[src/rtl/sevenseg_pkg.sv]
// Shared seven-segment definitions for the display path: active-low patterns
// (bit 0 = segment a ... bit 6 = segment g) and the nibble-to-pattern table.
package sevenseg_pkg;

  typedef logic [6:0] seg_t;
  typedef logic [3:0] nibble_t;

  localparam seg_t SEG_0     = 7'h40;
  localparam seg_t SEG_1     = 7'h79;
  localparam seg_t SEG_2     = 7'h24;
  localparam seg_t SEG_3     = 7'h30;
  localparam seg_t SEG_4     = 7'h19;
  localparam seg_t SEG_5     = 7'h12;
  localparam seg_t SEG_6     = 7'h02;
  localparam seg_t SEG_7     = 7'h78;
  localparam seg_t SEG_8     = 7'h00;
  localparam seg_t SEG_9     = 7'h10;
  localparam seg_t SEG_A     = 7'h08;
  localparam seg_t SEG_B     = 7'h03;
  localparam seg_t SEG_C     = 7'h46;
  localparam seg_t SEG_D     = 7'h21;
  localparam seg_t SEG_E     = 7'h06;
  localparam seg_t SEG_F     = 7'h0E;
  localparam seg_t SEG_BLANK = 7'h7F;

  // Indexed by nibble value; the encoder and the reader both use this table.
  localparam seg_t SEG_TABLE [16] = '{
    SEG_0, SEG_1, SEG_2, SEG_3, SEG_4, SEG_5, SEG_6, SEG_7,
    SEG_8, SEG_9, SEG_A, SEG_B, SEG_C, SEG_D, SEG_E, SEG_F
  };

  function automatic seg_t encode_nibble(input nibble_t n);
    return SEG_TABLE[n];
  endfunction

endpackage

[src/rtl/sevenseg_capture_decode.sv]
// Combinational inverse of the seven-segment encoder: pattern -> nibble,
// with ok low for any pattern that is not one of the sixteen hex glyphs.
module seg_decode
  import sevenseg_pkg::*;
(
  input  seg_t    seg,
  output nibble_t nib,
  output logic    ok
);

  // Table entries are unique, so at most one index can match.
  always_comb begin
    nib = '0;
    ok  = 1'b0;
    for (int i = 0; i < 16; i++) begin
      if (seg == SEG_TABLE[i]) begin
        nib = nibble_t'(i);
        ok  = 1'b1;
      end
    end
  end

endmodule

[src/rtl/sevenseg_capture.sv]
// Reader side of the multiplexed seven-segment display: waits for each digit
// to dwell stably, decodes it, and publishes a complete multi-digit word.
module sevenseg_capture
  import sevenseg_pkg::*;
#(
  parameter int NDIGITS       = 4,
  parameter int STABLE_CYCLES = 8
) (
  input  logic                   clock,
  input  logic                   n_reset,
  input  logic [6:0]             seg,
  input  logic [NDIGITS-1:0]     an,
  input  logic                   out_ready,
  input  logic                   clear_err,
  output logic [4*NDIGITS-1:0]   out_value,
  output logic                   out_valid,
  output logic                   seg_err,
  output logic                   overrun
);

  localparam int CW = $clog2(STABLE_CYCLES + 1);
  localparam int IW = (NDIGITS > 1) ? $clog2(NDIGITS) : 1;

  seg_t                 s_seg, p_seg;
  logic [NDIGITS-1:0]   s_an, p_an;
  logic [CW-1:0]        cnt;
  logic [NDIGITS-1:0]   mask;
  logic [4*NDIGITS-1:0] frame;
  logic [NDIGITS-1:0]   an_low;
  logic [IW-1:0]        idx;
  logic                 one_hot, same, accept, full, publish, ok;
  nibble_t              nib;

  // p_* holds the previous registered sample so stability is judged on s_*.
  always_ff @(posedge clock or negedge n_reset) begin
    if (!n_reset) begin
      s_seg <= '0;
      s_an  <= '0;
      p_seg <= '0;
      p_an  <= '0;
    end else begin
      s_seg <= seg;
      s_an  <= an;
      p_seg <= s_seg;
      p_an  <= s_an;
    end
  end

  assign an_low  = ~s_an;
  assign one_hot = (an_low != '0) && ((an_low & (an_low - NDIGITS'(1))) == '0);
  assign same    = (s_seg == p_seg) && (s_an == p_an);
  assign accept  = one_hot && same && (cnt == CW'(STABLE_CYCLES - 1));
  assign full    = &mask;
  assign publish = full && (!out_valid || out_ready);

  always_comb begin
    idx = '0;
    for (int i = 0; i < NDIGITS; i++) begin
      if (an_low[i]) idx = IW'(i);
    end
  end

  seg_decode u_decode (
    .seg (s_seg),
    .nib (nib),
    .ok  (ok)
  );

  // Saturation means the 7->8 transition, and so the accept, happens once per dwell.
  always_ff @(posedge clock or negedge n_reset) begin
    if (!n_reset) begin
      cnt <= '0;
    end else if (!one_hot) begin
      cnt <= '0;
    end else if (!same) begin
      cnt <= CW'(1);
    end else if (cnt != CW'(STABLE_CYCLES)) begin
      cnt <= cnt + CW'(1);
    end
  end

  always_ff @(posedge clock or negedge n_reset) begin
    if (!n_reset) begin
      mask  <= '0;
      frame <= '0;
    end else if (full) begin
      mask <= '0;
    end else if (accept && ok) begin
      for (int i = 0; i < NDIGITS; i++) begin
        if (idx == IW'(i)) begin
          mask[i]         <= 1'b1;
          frame[4*i +: 4] <= nib;
        end
      end
    end
  end

  always_ff @(posedge clock or negedge n_reset) begin
    if (!n_reset) begin
      out_value <= '0;
      out_valid <= 1'b0;
    end else if (publish) begin
      out_value <= frame;
      out_valid <= 1'b1;
    end else if (out_valid && out_ready) begin
      out_valid <= 1'b0;
    end
  end

  // Set events take priority over clear_err in the same cycle.
  always_ff @(posedge clock or negedge n_reset) begin
    if (!n_reset) begin
      seg_err <= 1'b0;
      overrun <= 1'b0;
    end else begin
      if (accept && !ok)        seg_err <= 1'b1;
      else if (clear_err)       seg_err <= 1'b0;
      if (full && !publish)     overrun <= 1'b1;
      else if (clear_err)       overrun <= 1'b0;
    end
  end

endmodule

[config.mk]
export PLATFORM = sky130hd
export DESIGN_NAME = sevenseg_capture
export DESIGN_NICKNAME = d
export VERILOG_FILES = /design/src/rtl/sevenseg_pkg.sv /design/src/rtl/sevenseg_capture_decode.sv /design/src/rtl/sevenseg_capture.sv
export SDC_FILE = /design/constraint.sdc
export NUM_CORES = 1
export LEC_CHECK = 0
export CORE_ASPECT_RATIO = 2
export CORE_MARGIN = 1
export CORE_UTILIZATION = 30
export CTS_BUF_LIST = sky130_fd_sc_hd__clkbuf_4
export DETAILED_ROUTE_END_ITERATION = 10
export HOLD_SLACK_MARGIN = 0.03
export PLACE_DENSITY = 0.53
export SKIP_LAST_GASP = 1
export SYNTH_ARGS = -nofsm -noshare
export SYNTH_HDL_FRONTEND = slang
export SYNTH_SLANG_ARGS = --single-unit
[constraint.sdc]
create_clock -name clock -period 6 [get_ports clock]
set_clock_uncertainty 0.1 [all_clocks]
set_input_delay 0.6 -clock clock [delete_from_list [all_inputs] [get_ports clock]]
set_output_delay 0.6 -clock clock [all_outputs]
set_load 0.1 [all_outputs]
# Word-level counts from Yosys, hierarchy flattened
# Index checks and enable logic that the tools add are counted.
# classes
n_reduce_logical,34
n_bitwise,3
n_eq_ne,23
mux,48
addsub,2
# ops
cell,count
$mux 4,13
$eq 7x7->1 const B,4
$mux 1,27
$eq 7x5->1 const B,3
$eq 7x6->1 const B,3
$reduce_bool 2->1,8
$eq 7x2->1 const B,2
$eq 7x4->1 const B,2
$mux 3,4
$reduce_and 3->1,4
$logic_and 1x1->1,9
$mux 2,4
$reduce_and 2->1,4
$eq 7x3->1 const B,1
$eq 7x7->1,1
$logic_not 7->1,1
$add 4x1->4 const B,1
$and 4x4->4,1
$eq 2x2->1 const B,2
$eq 4x3->1 const B,1
$eq 4x4->1,1
$logic_not 4->1,1
$ne 4x4->1 const B,1
$not 4->4,1
9 further kinds,11
# totals
out_inout_bits,19
in_bits,15
register_bits,65

# Depth between registers and ports, before layout
# logic_depth
word_depth,20
depth_mapped,6

# By module
# Synthesis repeated with hierarchy kept, for this count alone.
# unflattened
hier_cells,223
hier_area_um2,2850.2
# by_module_without_submodules
module,n_inst,cells_per_inst,area_each_um2
sevenseg_capture,1,168,2513.7
seg_decode,1,55,336.6

# Worst setup path after synthesis
# No wires, ideal clock.
# synth_path
path_kind,reg-to-reg
from,reg out_valid
to,reg out_value[0]
t_arrival_ps,2085
slack_ps,3690
path_stages_with_launch,6
required_ps,5775
setup_ps,125
cell_sequence,dfrtp_1 > nand2b_1 > nor2b_1 > clkbuf_1 > buf_1 > mux2_2
# synth_via
elab_chain_len,3
# synth_rtl
element,line_no,text
"start, declared",sevenseg_capture.sv:16,"output logic out_valid,"
"start signal, assigned",sevenseg_capture.sv:101,out_valid <= 1'b0;
"start signal, assigned",sevenseg_capture.sv:104,out_valid <= 1'b1;
"start signal, assigned",sevenseg_capture.sv:106,out_valid <= 1'b0;
$logic_not 1->1,sevenseg_capture.sv:54,assign publish = full && (!out_valid || out_ready);
$logic_or 1x1->1,sevenseg_capture.sv:54,
$logic_and 1x1->1,sevenseg_capture.sv:54,
"end signal, assigned",sevenseg_capture.sv:103,out_value <= frame;
"end, declared",sevenseg_capture.sv:15,"output logic [4*NDIGITS-1:0] out_value,"
# Every way passes these cells.
# A chain may end at the register's enable or synchronous reset.

# Worst setup path after layout
# layout_path
from,reg s_seg[6]
to,reg frame[2]
# layout_via
elab_chain_len,19
elab_cells_between_ends,50
classes_between,eq/ne (16); mux (28); reduce/logical (6)
# layout_rtl
element,line_no,text
"start, declared",sevenseg_capture.sv:24,"seg_t s_seg, p_seg;"
"start signal, assigned",sevenseg_capture.sv:42,s_seg <= seg;
$eq 7x7->1,sevenseg_capture_decode.sv:16,if (seg == SEG_TABLE[i]) begin
$mux 1 (16 in a row),sevenseg_capture_decode.sv:16,
$logic_and 1x1->1,sevenseg_capture.sv:88,end else if (accept && ok) begin
$reduce_and 3->1 (no line),n/a,
"end signal, assigned by index",sevenseg_capture.sv:92,frame[4*i +: 4] <= nib;
"end, declared",sevenseg_capture.sv:28,logic [4*NDIGITS-1:0] frame;
# Parallel ways exist; a longest one is shown, timed or not.

==> impl_metrics.env <==
export IMPL_instances_no_fill=393
export IMPL_grt_pass1_vias=1983
export IMPL_critPathKind="register to register"
export IMPL_post_route_period_util_pct=44.64
export IMPL_fin_util_pct=37.32
export IMPL_layout_nets=275
export IMPL_grt_pass1_wl_mm=9.742
export IMPL_die_w_um=71.99
export IMPL_ctsResizeCount=0
export IMPL_grt_use_total_pct=12.70
export IMPL_clock_sinks=65
export IMPL_cts_tree="done"
export IMPL_fp_dieH_um=142.0
export IMPL_critPathArrivalTime_ps=2880
export IMPL_syn_area_sq_um=2939
export IMPL_cap_violations=0
export IMPL_drv_slew=0
export IMPL_dieArea_sq_um=10220
export IMPL_cts_buffers=9
export IMPL_worstMarginPinSlew_ps=965.0
export IMPL_num_io_pins=34
export IMPL_cts_buffer_depth=2
export IMPL_placementRows=50
export IMPL_routedWlPerCell_um=14.32
export IMPL_htreeDepth=3
export IMPL_worstPathRequired_ps=6200
export IMPL_setup_viol_count_final=0
export IMPL_wirelength_mm=5.629
export IMPL_hold_viol=0
export IMPL_remaining_drc_errors=0
export IMPL_final_layout_size_suffix_gt1_share_pct=16.79
export IMPL_vias=1857
export IMPL_drt_initial_drc_count=68
export IMPL_synthArstFlopShare_pct=100.0
export IMPL_worstPathMaxFanout=14
export IMPL_yosysWarnings=0
export IMPL_post_cts_buffers=0
export IMPL_rsz0062_at_grt="false"
export IMPL_run_status="finished clean"
export IMPL_period_needed_ps=2679
export IMPL_cp_start_kind="register"
export IMPL_timing_fmax_mhz=373.3
export IMPL_power_density_nw_per_um2=236.0
export IMPL_dp_hpwl_mm=3.976
export IMPL_cp_end_kind="register"
export IMPL_overflow=0
export IMPL_core_area_sq_um=9447
export IMPL_synth_top_area_share_pct=55.34
export IMPL_ir_drop_v=0.0001244
export IMPL_ys_seq_area_share_pct=55.34
export IMPL_dp_cells=377
export IMPL_ant_nets=0
export IMPL_hp_class="input pin to async pin"
export IMPL_viasPerCell=4.725
export IMPL_grt_max_degree=66
export IMPL_synth_largest_area_cell="dfrtp_1"
export IMPL_multi_input_area_sq_um=1224
export IMPL_leakage_nw=1.593
export IMPL_synth_seq_cells=65
export IMPL_synthCells=223
export IMPL_synth_edf_count=0
export IMPL_synth_ff_type="dfrtp_1"
export IMPL_clk_latency_ps=410
export IMPL_area_delta_synth_final_pct=19.97
export IMPL_syn_num_nets=240
export IMPL_antenna_found_initial=1
export IMPL_globalplace_congestion=0.7081
export IMPL_dr_pass1_iters=4
export IMPL_synth_area_per_cell_sq_um=13.18
export IMPL_fin_setup_tns_ps=0
export IMPL_synth_area_leaders="dfrtp_1 (55%), mux2_1 (6.1%), mux2_2 (6.1%), a311oi_4 (4.5%), xnor2_1 (3.6%)"
export IMPL_cts_clk_slew_worst_paths_ps=110
export IMPL_synthTopCellsByCount="dfrtp_1 (65), mux2_1 (16), mux2_2 (16), xnor2_1 (12), nand2_1 (10)"
export IMPL_root_buffer="clkbuf_4"
export IMPL_ys_types=49
export IMPL_hold_buffers=0
export IMPL_portBuffers=33
export IMPL_yosysMostFrequentCell="dfrtp_1"
export IMPL_slew_headroom_pct=35.46
export IMPL_initial_utilization_pct=31.11
export IMPL_fillerInstances=918
export IMPL_register_area_sq_um=1627
-- cells in the final DEF, fill, tap and decap left out, types with 2 or more instances in the layout --
| master | count |
|---|---|
| buf_4 | 2 |
| clkbuf_4 | 11 |
| bufinv_16 | 2 |
| nor3b_1 | 3 |
| mux2_2 | 16 |
| a21o_1 | 4 |
| nand4b_1 | 3 |
| inv_1 | 5 |
| a311oi_4 | 5 |
| nor4bb_1 | 2 |
| xnor2_1 | 12 |
| nand2_1 | 10 |
| nand2b_1 | 6 |
| nand3_1 | 4 |
| o21ai_0 | 4 |
| a21oi_1 | 7 |
| clkdlybuf4s50_1 | 32 |
| nor2b_1 | 2 |
| nor3_1 | 4 |
| dfrtp_1 | 65 |
| o22ai_1 | 2 |
| mux2_1 | 16 |
| nand4_1 | 8 |
| ha_1 | 2 |
| nor2_1 | 7 |
| nand3b_1 | 2 |
-- power breakdown --
part	internal (W)	total (W)	leakage [nW]	switching (W)
clock	0.000174	0.000324	0.0844	0.000150
sequential	0.000446	0.000461	0.856	0.0000155
combinational	0.0000228	0.0000466	0.652	0.0000238
total	0.000643	0.000832	1.59	0.000189
-- worst max-delay path: stages (launching register included) --
cell	delay, ps
dfrtp_1	560
or2_1	320
nor4_1	490
and3b_4	330
a311oi_4	390
mux2_1	370
-- worst paths after layout --
check | to | startpoint | slack, ps | depth (start not counted)
worst max-delay path | frame[2] | s_seg[6] | 3320 | 5
worst min-delay path | p_an[0] | n_reset | 240 | 2
worst max register to register | frame[2] | s_seg[6] | 3320 | 5
worst min register to register | p_an[0] | s_an[0] | 330 | 0
max in group asynchronous | p_seg[5] | n_reset | 5010 | 2
min in group clock | p_an[0] | s_an[0] | 330 | 0
-- state kept, by name (all words and copies together), names as in the netlist --
register	count
cnt	4
frame	16
mask	4
out_valid	1
out_value	16
overrun	1
p_an	4
p_seg	7
s_an	4
s_seg	7
seg_err	1
-- cells by family (layout without fill, tap and decap cells) --
family | count (synthesis) | after routing | share of synthesized area (%)
buf+inv | 16 | 55 | 3.022
other cells | 0 | 1 | 0
flops | 65 | 65 | 55.34
mux | 33 | 33 | 12.60
compound gates | 31 | 31 | 10.60
xor+xnor | 14 | 14 | 4.428
simple gates | 62 | 62 | 13.16
fa+ha+maj | 2 | 2 | 0.8513
-- cell type report --
cell class | count | share of cell area (%)
Sequential cell | 65 | 46.13
Multi-Input combinational cell | 142 | 34.71
Timing Repair Buffer | 35 | 9.652
Tap cell | 130 | 4.613
Clock buffer | 11 | 2.342
Clock inverter | 4 | 1.952
Inverter | 5 | 0.5323
Antenna cell | 1 | 0.07097
-- stage by stage --
| step | worst slack (ps) | hold slack (ps) | total power [W] | cell area [sq um] |
|---|---|---|---|---|
| after floorplan | 3690 | 204.4 | 0.0004944 | 2939 |
| after global placement | 3367 | 340.5 | 0.0005165 | 3372 |
| after detailed placement | 3316 | 338.9 | 0.0005177 | 3372 |
| after CTS | 3305 | 259.2 | 0.0008456 | 3523 |
| after global routing | 3177 | 299.6 | 0.0008714 | 3526 |
| final | 3321 | 239.6 | 0.0008321 | 3526 |
-- metal layers --
metal  up-vias  part of all wire [%]  global-route usage, %  wire length, um
li1        883                     -                      -                -
met3        11                   2.8                  2.833              156
met2        38                    56                  22.19             3125
met5         -                     0                      0                0
met1       925                    39                  13.90             2199
met4         0                   2.6                  7.121              147
Note: power is estimated with default switching activity, not from simulation.
